**config.mk**
```make
export PLATFORM = sky130hd
export DESIGN_NAME = mem_bus_arbiter
export DESIGN_NICKNAME = d
export VERILOG_FILES = /design/src/rtl/mem_bus_arbiter.sv
export SDC_FILE = /design/constraint.sdc
export NUM_CORES = 1
export LEC_CHECK = 0
export CORE_AREA = 2 2 110 112
export CTS_CLUSTER_DIAMETER = 100
export DETAILED_ROUTE_END_ITERATION = 6
export DIE_AREA = 0 0 112 114
export GPL_TIMING_DRIVEN = 0
export PLACE_DENSITY = 0.65
export SKIP_LAST_GASP = 1
export SLEW_MARGIN = 30
export SYNTH_ARGS = -nofsm -noshare
export SYNTH_HDL_FRONTEND = slang
export SYNTH_SLANG_ARGS = --single-unit
export TNS_END_PERCENT = 20
```
**constraint.sdc**
```tcl
create_clock -name clk -period 3.1 [get_ports clk]
set_input_delay 0.62 -clock clk [delete_from_list [all_inputs] [get_ports clk]]
set_output_delay 0.62 -clock clk [all_outputs]
set_load 0.05 [all_outputs]
```
**src/rtl/mem_bus_arbiter.sv**
```systemverilog
// mem_bus_arbiter
//   Shares one sram-like memory bus between the fetch (I) and memory-stage (D)
//   requesters. Address phases are handshaken with addr_ok. Responses return
//   strictly in order with data_ok and are routed back using an owner-tag FIFO.
//   D has fixed priority. I gets priority after losing STARVE_LIM consecutive
//   cycles to D. A grant that the bus has not yet accepted is locked until it
//   is accepted.
// Ports
//   clk, rst                 clock, async active-low reset
//   i_req/i_addr             fetch request (read only)
//   i_addr_ok/i_data_ok      fetch handshakes
//   i_rdata                  fetch read data
//   d_req/d_wr/d_size/
//   d_wstrb/d_addr/d_wdata   data request
//   d_addr_ok/d_data_ok      data handshakes
//   d_rdata                  data read data
//   bus_*                    shared bus master side
//   outst_cnt                outstanding transaction count
//   resp_err                 sticky flag for a response with nothing outstanding
module mem_bus_arbiter #(
    parameter int MAX_OUTST  = 4,
    parameter int STARVE_LIM = 8
) (
    input  logic        clk,
    input  logic        rst,
    input  logic        i_req,
    input  logic [31:0] i_addr,
    output logic        i_addr_ok,
    output logic        i_data_ok,
    output logic [31:0] i_rdata,
    input  logic        d_req,
    input  logic        d_wr,
    input  logic [2:0]  d_size,
    input  logic [3:0]  d_wstrb,
    input  logic [31:0] d_addr,
    input  logic [31:0] d_wdata,
    output logic        d_addr_ok,
    output logic        d_data_ok,
    output logic [31:0] d_rdata,
    output logic        bus_req,
    output logic        bus_wr,
    output logic [2:0]  bus_size,
    output logic [3:0]  bus_wstrb,
    output logic [31:0] bus_addr,
    output logic [31:0] bus_wdata,
    input  logic        bus_addr_ok,
    input  logic        bus_data_ok,
    input  logic [31:0] bus_rdata,
    output logic [3:0]  outst_cnt,
    output logic        resp_err
);

    localparam int PW = $clog2(MAX_OUTST);

    typedef enum logic {OWN_I = 1'b0, OWN_D = 1'b1} own_e;

    logic                 lock_q, lock_d;
    own_e                 lock_own_q, lock_own_d;
    logic [7:0]           starve_q, starve_d;
    logic [MAX_OUTST-1:0] fifo_q;
    logic [PW-1:0]        wr_ptr_q, rd_ptr_q;
    logic [3:0]           outst_q, outst_d;
    logic                 resp_err_q;

    own_e own;
    logic own_vld, full, empty, push, pop;
    own_e head;

    // Grant selection. While locked the owner is fixed; its own req still
    // qualifies the grant so a flushed (dropped) request releases the lock.
    always_comb begin
        own_vld = 1'b0;
        own     = OWN_I;
        if (lock_q) begin
            own     = lock_own_q;
            own_vld = (lock_own_q == OWN_D) ? d_req : i_req;
        end else if (d_req && !(i_req && starve_q >= 8'(STARVE_LIM))) begin
            own     = OWN_D;
            own_vld = 1'b1;
        end else if (i_req) begin
            own     = OWN_I;
            own_vld = 1'b1;
        end
    end

    assign full  = (outst_q == 4'(MAX_OUTST));
    assign empty = (outst_q == 4'd0);
    assign bus_req = own_vld && !full;
    assign push  = bus_req && bus_addr_ok;
    assign pop   = bus_data_ok && !empty;
    assign head  = own_e'(fifo_q[rd_ptr_q]);

    always_comb begin
        bus_wr    = 1'b0;
        bus_size  = 3'd0;
        bus_wstrb = 4'd0;
        bus_addr  = 32'd0;
        bus_wdata = 32'd0;
        if (own_vld) begin
            if (own == OWN_D) begin
                bus_wr    = d_wr;
                bus_size  = d_size;
                bus_wstrb = d_wstrb;
                bus_addr  = d_addr;
                bus_wdata = d_wdata;
            end else begin
                bus_size  = 3'd2;
                bus_addr  = i_addr;
            end
        end
    end

    assign i_addr_ok = push && (own == OWN_I);
    assign d_addr_ok = push && (own == OWN_D);
    assign i_data_ok = pop && (head == OWN_I);
    assign d_data_ok = pop && (head == OWN_D);
    assign i_rdata   = bus_rdata;
    assign d_rdata   = bus_rdata;
    assign outst_cnt = outst_q;
    assign resp_err  = resp_err_q;

    always_comb begin
        lock_d     = lock_q;
        lock_own_d = lock_own_q;
        if (bus_req && !bus_addr_ok) begin
            lock_d     = 1'b1;
            lock_own_d = own;
        end else if (push || (lock_q && !own_vld)) begin
            lock_d     = 1'b0;
        end
    end

    always_comb begin
        starve_d = starve_q;
        if (!i_req || i_addr_ok)
            starve_d = 8'd0;
        else if (d_addr_ok && starve_q != 8'hFF)
            starve_d = starve_q + 8'd1;
    end

    always_comb begin
        outst_d = outst_q;
        if (push && !pop)
            outst_d = outst_q + 4'd1;
        else if (pop && !push)
            outst_d = outst_q - 4'd1;
    end

    // Pointers wrap explicitly so non power-of-two depths work.
    function automatic logic [PW-1:0] ptr_inc(input logic [PW-1:0] p);
        return (p == PW'(MAX_OUTST - 1)) ? '0 : p + 1'b1;
    endfunction

    always_ff @(posedge clk or negedge rst) begin
        if (!rst) begin
            lock_q     <= 1'b0;
            lock_own_q <= OWN_I;
            starve_q   <= 8'd0;
            fifo_q     <= '0;
            wr_ptr_q   <= '0;
            rd_ptr_q   <= '0;
            outst_q    <= 4'd0;
            resp_err_q <= 1'b0;
        end else begin
            lock_q     <= lock_d;
            lock_own_q <= lock_own_d;
            starve_q   <= starve_d;
            outst_q    <= outst_d;
            // A response with nothing outstanding includes one that lands in
            // the same cycle as the first accept: it is never credited to it.
            if (bus_data_ok && empty)
                resp_err_q <= 1'b1;
            if (push) begin
                fifo_q[wr_ptr_q] <= own;
                wr_ptr_q         <= ptr_inc(wr_ptr_q);
            end
            if (pop)
                rd_ptr_q <= ptr_inc(rd_ptr_q);
        end
    end

endmodule

```
======== Word-level counts from Yosys, hierarchy flattened ========
Cells that the tools add are included.
cells by class
  add/subtract/negate cells ............... 5
  magnitude comparators ................... 4
  equality and inequality tests ........... 4
  mux-type cells .......................... 29
  bitwise logic cells ..................... 2
  reduce and logical (&&, ||, !) cells .... 30
operators by type and width
  cell                   number
  $mux W32               4
  $logic_and A1 B1 Y1    16
  $mux W4                4
  $mux W8                2
  $mux W1                12
  $add A8 B1 Y8 const B  1
  $ge A8 B4 Y1 const B   1
  $logic_not A1 Y1       8
  $ne A8 B8 Y1 const B   1
  $lt A2 B3 Y1 const B   2
  $mux W3                2
  $reduce_bool A2 Y1     3
  $add A2 B1 Y2 const B  2
  $add A4 B1 Y4 const B  1
  $bwmux W4              1
  $eq A2 B2 Y1 const B   2
  $eq A4 B3 Y1 const B   1
  $logic_not A4 Y1       1
  $mux W2                2
  $sub A4 B1 Y4 const B  1
  $bmux W1 S2            1
  $demux W1 S2           1
  $ge A2 B1 Y1 const B   1
  $logic_or A1 B1 Y1     2
  $not A1 Y1             2
word-level totals
  flip-flop bits (word level) ............. 23
  logic and storage cells ................. 82

======== Longest topological paths before layout ========
Gate-level depths: netlist of run 1.
  word-level depth ........................ 12
  gate-level depth with buffers ........... 14
  gate-level depth less buffers ........... 12

======== Worst setup path after synthesis of run 1 ========
Ideal clock, no wire load.
  path type ............................... register to register
  start point ............................. register outst_q[0], in the netlist outst_cnt[0]
  end point ............................... register outst_q[3], in the netlist outst_cnt[3]
  arrival time ............................ 2.916 ns
  required time ........................... 2.954 ns
  path slack .............................. 0.038 ns
  stages on the path, launching flop included .. 15
  period minus slack after synthesis ...... 3.062 ns
  cells stage by stage .................... dfrtp_1 or4b_1 nand2_1 or3_1 buf_4 inv_2 buf_4 ha_1 inv_1 ha_1 a21o_1 a21oi_1 xnor2_1 nor2_1 xor2_1
on the way
  cells in the longest elaborated chain, start to end .. 7
RTL lines
  item                          RTL line  RTL
  start, declared               62        logic [3:0] outst_q, outst_d;
  start signal, assigned        168       outst_q <= outst_d;
  $eq A4 B3 Y1 *                86        assign full = (outst_q == 4'(MAX_OUTST));
  $logic_not A1 Y1 *            88        assign bus_req = own_vld && !full;
  $logic_and A1 B1 Y1 *         88
  $logic_and A1 B1 Y1 *         89        assign push = bus_req && bus_addr_ok;
  via push                      66        logic own_vld, full, empty, push, pop;
  $logic_not A1 Y1              145       else if (pop && !push)
  $logic_and A1 B1 Y1           145
  $reduce_bool A2 Y1 (no line)  --
Mark *: on every way through the listed nets, which the timed path passes. The rest lies on a longest branch. The select of a mux whose other input is x is not followed.
A chain may end at the register's enable or synchronous reset.

======== Final worst setup path of run 1 ========
  start point ............................. register starve_q[7]
  end point ............................... output port bus_addr[26]
on the way
  cells in the longest elaborated chain, start to end .. 8
RTL lines
  item                    RTL line  RTL
  start, declared         59        logic [7:0] starve_q, starve_d;
  start signal, assigned  167       starve_q <= starve_d;
  $ge A8 B4 Y1 *          77        end else if (d_req && !(i_req && starve_q >= 8'(STARVE_LIM))) begin
  $logic_and A1 B1 Y1 *   77
  $logic_not A1 Y1 *      77
  $logic_and A1 B1 Y1 *   77
  $mux W1                 77
  $mux W1                 74        if (lock_q) begin
  $mux W32                100       if (own == OWN_D) begin
  $mux W32 *              99        if (own_vld) begin
  end, declared           44        output logic [31:0] bus_addr,
Mark *: on every way between the ends. The rest lies on a longest branch, timed or not.

==> metrics.md, run 1 <==
| Metric | Value |
|---|---|
| Busiest grt layer | met2 |
| Sequential share of the synthesized area | 0.221 |
| WL/cell | 15.6 µm |
| Core ar. | 0.0117 mm² |
| Asr flop ratio synth | 1.00 |
| P_leak | 2.41 nW |
| Post-synth EDFFs | 0 |
| Post-synth cell types | 47 |
| Die area | 0.0128 mm² |
| CP delay by family, top | buffers and inverters |
| Crit path capture type | output pin |
| Clk_lat worst skew | 0.26 ns |
| Worst vdd ir | 0.684 mV |
| Clk root buf | clkbuf_16 |
| FF-to-FF path depth | 14 |
| Worst-path clk slew | 0.06 ns |
| IO buf count | 255 |
| Dpl hpwl | 10,100 µm |
| DRT antenna net count | 0 |
| Setup TNS | -0.0865 ns |
| Initial antenna violation count | 0 |
| Pwr dens | 631 mW/mm² |
| Die width | 112 µm |
| Initial DRC Count | 141 |
| DRC viols | 0 |
| Die height | 114 µm |
| Initial Utilization | 0.223 |
| Final Hold Viols | 0 |
| Layout cell share with drive strength beyond 1 | 0.261 |
| Ant diodes | 0 |
| Clock Path Buffers | 2 |
| Max-cap violations | 0 |
| Crit start category | flop |
| Vias in the first global route | 3,147 |
| Worst path cell trace | or4_4, o21ai_4, a22o_4, buf_6, nand2_1, a21oi_1, dlygate4sd2_1 |
| Global-route wire length before repair | 17,300 µm |
| Status | complete, but fails checks |
| Post-synthesis instance area | 0.00261 mm² |
| Most used flip-flop cell after synthesis | dfrtp_1 |
| Worst-Margin Slew | 0.605 ns |
| Syn Area/Cell | 7.32 µm² |
| Synth Net Count | 509 |
| Total track usage | 0.169 |
| Dpl ws | -0.848 ns |
| H-tree depth | 1 |
| Buffers and inverters on the worst path | 2 |
| Count of final setup violators | 8 |
| Commonest non-fill, non-tap cell in the layout | clkdlybuf4s50_1 |
| Routability Congestion | 0.886 |
| Post-layout minimum cycle time | 3.13 ns |
| Critical path peak fanout | 10 |
| Total number of vias | 3,249 |
| GR Overflow Total | 0 |
| CTS Hold Bufs | 0 |
| Tightest Hold Check Type | input pin to asynchronous set/reset pin |
| WP depth | 7 |
| Num Clock Sinks | 23 |
| Met2 GRT Util | 0.300 |
| Critical path type | flop to output pin |
| Total wire length | 11,900 µm |
| Pin count of the biggest net entering global routing | 24 |
| Synthesis Warnings | 0 |
| Power Total | 3.41 mW |
| Vias per cell | 4.27 |
| Util after Layout | 0.461 |
| CP peak stage delay | 0.57 ns |
| Fin crit share | 1.01 |
| RSZ-0062 raised after global routing | yes |
| Final #Nets | 768 |
| Skew final | 0.00195 ns |
| GRT met3 Usage | 0.0409 |
| Ports | 288 |
| Commonest cells after routing, fill and taps aside | 177 x clkdlybuf4s50_1, 80 x nand2_1, 66 x buf_4, 44 x a21oi_1 |
| Area Overhead vs Synth | 107% |
| Max Slew Vio Count | 0 |
| Row cnt | 40 |
| CP max-delay cell | or4_4 |
| Worst setup margin | -0.0254 ns |
| Critical Path AT | 2.51 ns |
| Num CTS Buffers | 3 |
| Fmax | 320 MHz |
| GRT met1 Usage | 0.217 |
| Synth Register Bits | 23 |
| TritonCTS clock tree | built |
| Rel. slew slack | 0.595 |
| Failing checks | setup timing |
| Post-Syn Instances | 356 |
| Drt pass-1 iters | 4 |
| Worst Path Required | 2.48 ns |
==> sequential cells by signal, indices dropped and copies added, names as in the netlist <==
register / flops
fifo_q: 4
wr_ptr_q: 2
outst_cnt: 4
rd_ptr_q: 2
resp_err: 1
starve_q: 8
lock_q: 1
lock_own_q: 1
==> layer usage <==
metal,up-vias,part of all wire
li1,1623,-
met1,1485,0.42
met2,134,0.50
met3,7,0.078
met4,0,0.0060
met5,-,0
==> cell type report <==
cell class              instances  area (µm²)
multi-input cells             242        1420
inverters                       8        32.5
clock buffers                   4        78.8
plain buffers                  82         607
repair buffers                255        2500
well taps                     147         184
fillers                      1170        6310
flip-flops and latches         23         577
==> power by group <==
part           switching [mW]  internal [mW]  total [mW]
sequential              0.114          0.400       0.515
clock                   0.105          0.176       0.280
combinational            1.68          0.932        2.61
total                    1.90           1.51        3.41
==> path summary, 6_finish.rpt <==
path / slack, ns / startpoint / end
max reg2reg: 0.13 / outst_cnt[0]$_DFFE_PN0P_ / outst_cnt[3]$_DFFE_PN0P_
max: -0.03 / starve_q[7]$_DFFE_PN0P_ / bus_addr[26]
min in group clk: 0.48 / resp_err$_DFFE_PN0P_ / resp_err$_DFFE_PN0P_
max in group asynchronous: 2.39 / rst / starve_q[3]$_DFFE_PN0P_
min: 0.33 / rst / fifo_q[2]$_DFFE_PN0P_
min reg2reg: 0.48 / resp_err$_DFFE_PN0P_ / resp_err$_DFFE_PN0P_
==> cells in the mapped netlist, types with 2 or more instances <==
cell type / count / area [µm²]
nand3_1: 2 / 10.0
buf_4: 67 / 503
nand2_1: 80 / 300
mux2_2: 2 / 22.5
a21o_1: 3 / 22.5
a21oi_1: 45 / 225
nor2b_1: 2 / 12.5
ha_1: 10 / 125
a31oi_1: 5 / 31.3
and2_1: 39 / 244
inv_1: 7 / 26.3
dfrtp_1: 23 / 576
xnor2_1: 3 / 26.3
buf_6: 3 / 33.8
nor3_1: 2 / 10.0
nor3b_1: 3 / 22.5
nor2_1: 8 / 30.0
o21ai_1: 2 / 10.0
buf_2: 2 / 10.0
o21ai_0: 3 / 15.0
o22ai_1: 2 / 12.5
or3_1: 2 / 12.5
nand2b_1: 4 / 25.0
o32ai_1: 4 / 35.0
clkbuf_1: 10 / 37.5
nand4_1: 2 / 12.5
==> through the flow <==
step                      hold WS [ns]  cells  area, µm²
after floorplan                  0.324    356       2610
after global placement           0.444    758       5340
after detailed placement         0.473    758       5340
after CTS                        0.348    761       5460
after global routing             0.375    761       5400
final                            0.331    761       5400
==> cells by family after synthesis <==
kind of cell             after synthesis  share of synthesized area
buffers and inverters                 91                      0.238
multiplexers                           4                     0.0211
AND/OR/NAND/NOR                      154                      0.292
flip-flops                            23                      0.221
XOR/XNOR                               4                     0.0134
AO/OA/AOI/OAI                         69                      0.159
adder cells (fa/ha/maj)               11                     0.0557
==> what timing repair did <==
action                                 CTS  global route
gates resized for setup                215            53
buffers inserted                         0             0
setup endpoints to repair               77            72
endpoints found under the hold margin    0             0
Power figures use the tool's default switching activity.
==> inputs of run 2 (changes only) <==
--- a/config.mk
+++ b/config.mk
@@ -11,6 +11,7 @@
 export DIE_AREA = 0 0 112 114
 export GPL_TIMING_DRIVEN = 0
 export PLACE_DENSITY = 0.65
+export SKIP_CTS_REPAIR_TIMING = 1
 export SKIP_LAST_GASP = 1
 export SLEW_MARGIN = 30
 export SYNTH_ARGS = -nofsm -noshare
==> metrics.md, run 2 (synthesized netlist as in run 1, its figures left out) <==
| Metric | Value |
|---|---|
| Failing checks | setup timing |
| Worst-Margin Slew | 0.625 ns |
| Routability Congestion | 0.886 |
| DRT antenna net count | 0 |
| WL/cell | 15.8 µm |
| H-tree depth | 1 |
| Total wire length | 12,000 µm |
| Num Clock Sinks | 23 |
| Worst-path clk slew | 0.06 ns |
| Final Hold Viols | 0 |
| Row cnt | 40 |
| Die height | 114 µm |
| Dpl ws | -0.848 ns |
| Setup TNS | -4.83 ns |
| Critical Path AT | 2.75 ns |
| Ant diodes | 0 |
| Core ar. | 0.0117 mm² |
| Ports | 288 |
| Status | complete, but fails checks |
| Vias per cell | 4.30 |
| Pwr dens | 623 mW/mm² |
| Area of the multi-input gates | 0.00141 mm² |
| Clk root buf | clkbuf_16 |
| Fin crit share | 1.09 |
| Initial DRC Count | 144 |
| IO buf count | 255 |
| P_leak | 3.03 nW |
| Count of final setup violators | 49 |
| Post-layout minimum cycle time | 3.37 ns |
| Dpl hpwl | 10,100 µm |
| Drt pass-1 iters | 4 |
| DRC viols | 0 |
| Pin count of the biggest net entering global routing | 24 |
| Die area | 0.0128 mm² |
| Critical path type | flop to output pin |
| Layout cell share with drive strength beyond 1 | 0.179 |
| Non-Filler Cell Area, Final | 0.00547 mm² |
| TritonCTS clock tree | built |
| Total number of vias | 3,272 |
| Num CTS Buffers | 3 |
| Crit start category | flop |
| Rel. slew slack | 0.582 |
| Vias in the first global route | 3,132 |
| Tightest Hold Check Type | input pin to asynchronous set/reset pin |
| Register area | 576 µm² |
| Fmax | 296 MHz |
| Power Total | 3.41 mW |
| Max-cap violations | 0 |
| Final #Nets | 768 |
| Total track usage | 0.169 |
| Max Slew Vio Count | 0 |
| Critical path peak fanout | 10 |
| Commonest cells after routing, fill and taps aside | 186 x clkdlybuf4s50_1, 80 x nand2_1, 68 x buf_4, 51 x dlymetal6s2s_1, 45 x a21oi_1 |
| Clock Path Buffers | 2 |
| Non-Filler Instances | 761 |
| Max reg flops | 8 |
| Initial antenna violation count | 0 |
| Skew final | 0.00197 ns |
| Placed cell areas | 0.00534 mm² |
| Worst setup margin | -0.273 ns |
| Crit path capture type | output pin |
| Area Overhead vs Synth | 110% |
| Die width | 112 µm |
| Worst Path Required | 2.48 ns |
| Global-route wire length before repair | 17,300 µm |
| Clk_lat worst skew | 0.26 ns |
| GR Overflow Total | 0 |
| Worst vdd ir | 0.679 mV |
| Placed cell count | 758 |
| Initial Utilization | 0.223 |
| RSZ-0062 raised after global routing | yes |
| Commonest non-fill, non-tap cell in the layout | clkdlybuf4s50_1 |
| Fillers | 1,150 |
| Most flop-heavy register | starve_q |
## run 2: cell types whose count changed in the layout (fill, tap and decap cells not counted), moves of 2 or more
cell             before  now
clkbuf_2              7   13
buf_4                66   68
clkbuf_1              2    5
clkdlybuf4s15_2      39    0
clkdlybuf4s50_1     177  186
dlymetal6s2s_1        1   51
dlygate4sd2_1        14    0
buf_2                14   11
clkbuf_4             11    1
clkdlybuf4s18_2       3    0
## run 2: final timing paths
check	startpoint	to	slack [ns]	cells past startpoint
worst min-delay path	rst	fifo_q[2]$_DFFE_PN0P_	0.33	1
worst min register to register	resp_err$_DFFE_PN0P_	resp_err$_DFFE_PN0P_	0.48	1
worst max register to register	outst_cnt[0]$_DFFE_PN0P_	outst_cnt[3]$_DFFE_PN0P_	0.04	14
max in group asynchronous	rst	outst_cnt[0]$_DFFE_PN0P_	2.42	1
worst max-delay path	starve_q[3]$_DFFE_PN0P_	bus_size[2]	-0.27	6
min in group clk	resp_err$_DFFE_PN0P_	resp_err$_DFFE_PN0P_	0.48	1
## run 2: area by class of cell
type	instances	share of cell area
multi-input cells	242	0.258
plain buffers	82	0.108
clock buffers	4	0.0144
repair buffers	255	0.475
well taps	147	0.0336
flip-flops and latches	23	0.105
inverters	8	0.00549
## run 2: through the flow
stage | util | hold slack (ns)
3_3_place_gp | 0.456 | 0.444
2_1_floorplan | - | 0.324
5_1_grt | 0.467 | 0.373
6_report | 0.467 | 0.331
3_5_place_dp | 0.456 | 0.473
4_1_cts | 0.463 | 0.348
## run 2: critical path, cell delays in order (launching register included)
cell and delay [ns]:
dfrtp_1 0.45, or4_4 0.55, o21ai_4 0.18, o211a_1 0.21, buf_4 0.17, and2_1 0.12, clkdlybuf4s50_1 0.81
## run 2: where the power goes
part           total [mW]  internal (mW)  switching (mW)
clock               0.281          0.176           0.105
combinational        2.61          0.938            1.67
sequential          0.516          0.400           0.115
## run 2: layer usage
metal / share of wire / track usage / wire [µm] / vias up
li1: - / - / - / 1623
met1: 0.42 / 0.217 / 5030 / 1496
met2: 0.50 / 0.296 / 5960 / 144
met3: 0.076 / 0.0409 / 913 / 9
met4: 0.0079 / 0.0220 / 95 / 0
met5: 0 / 0 / 0 / -
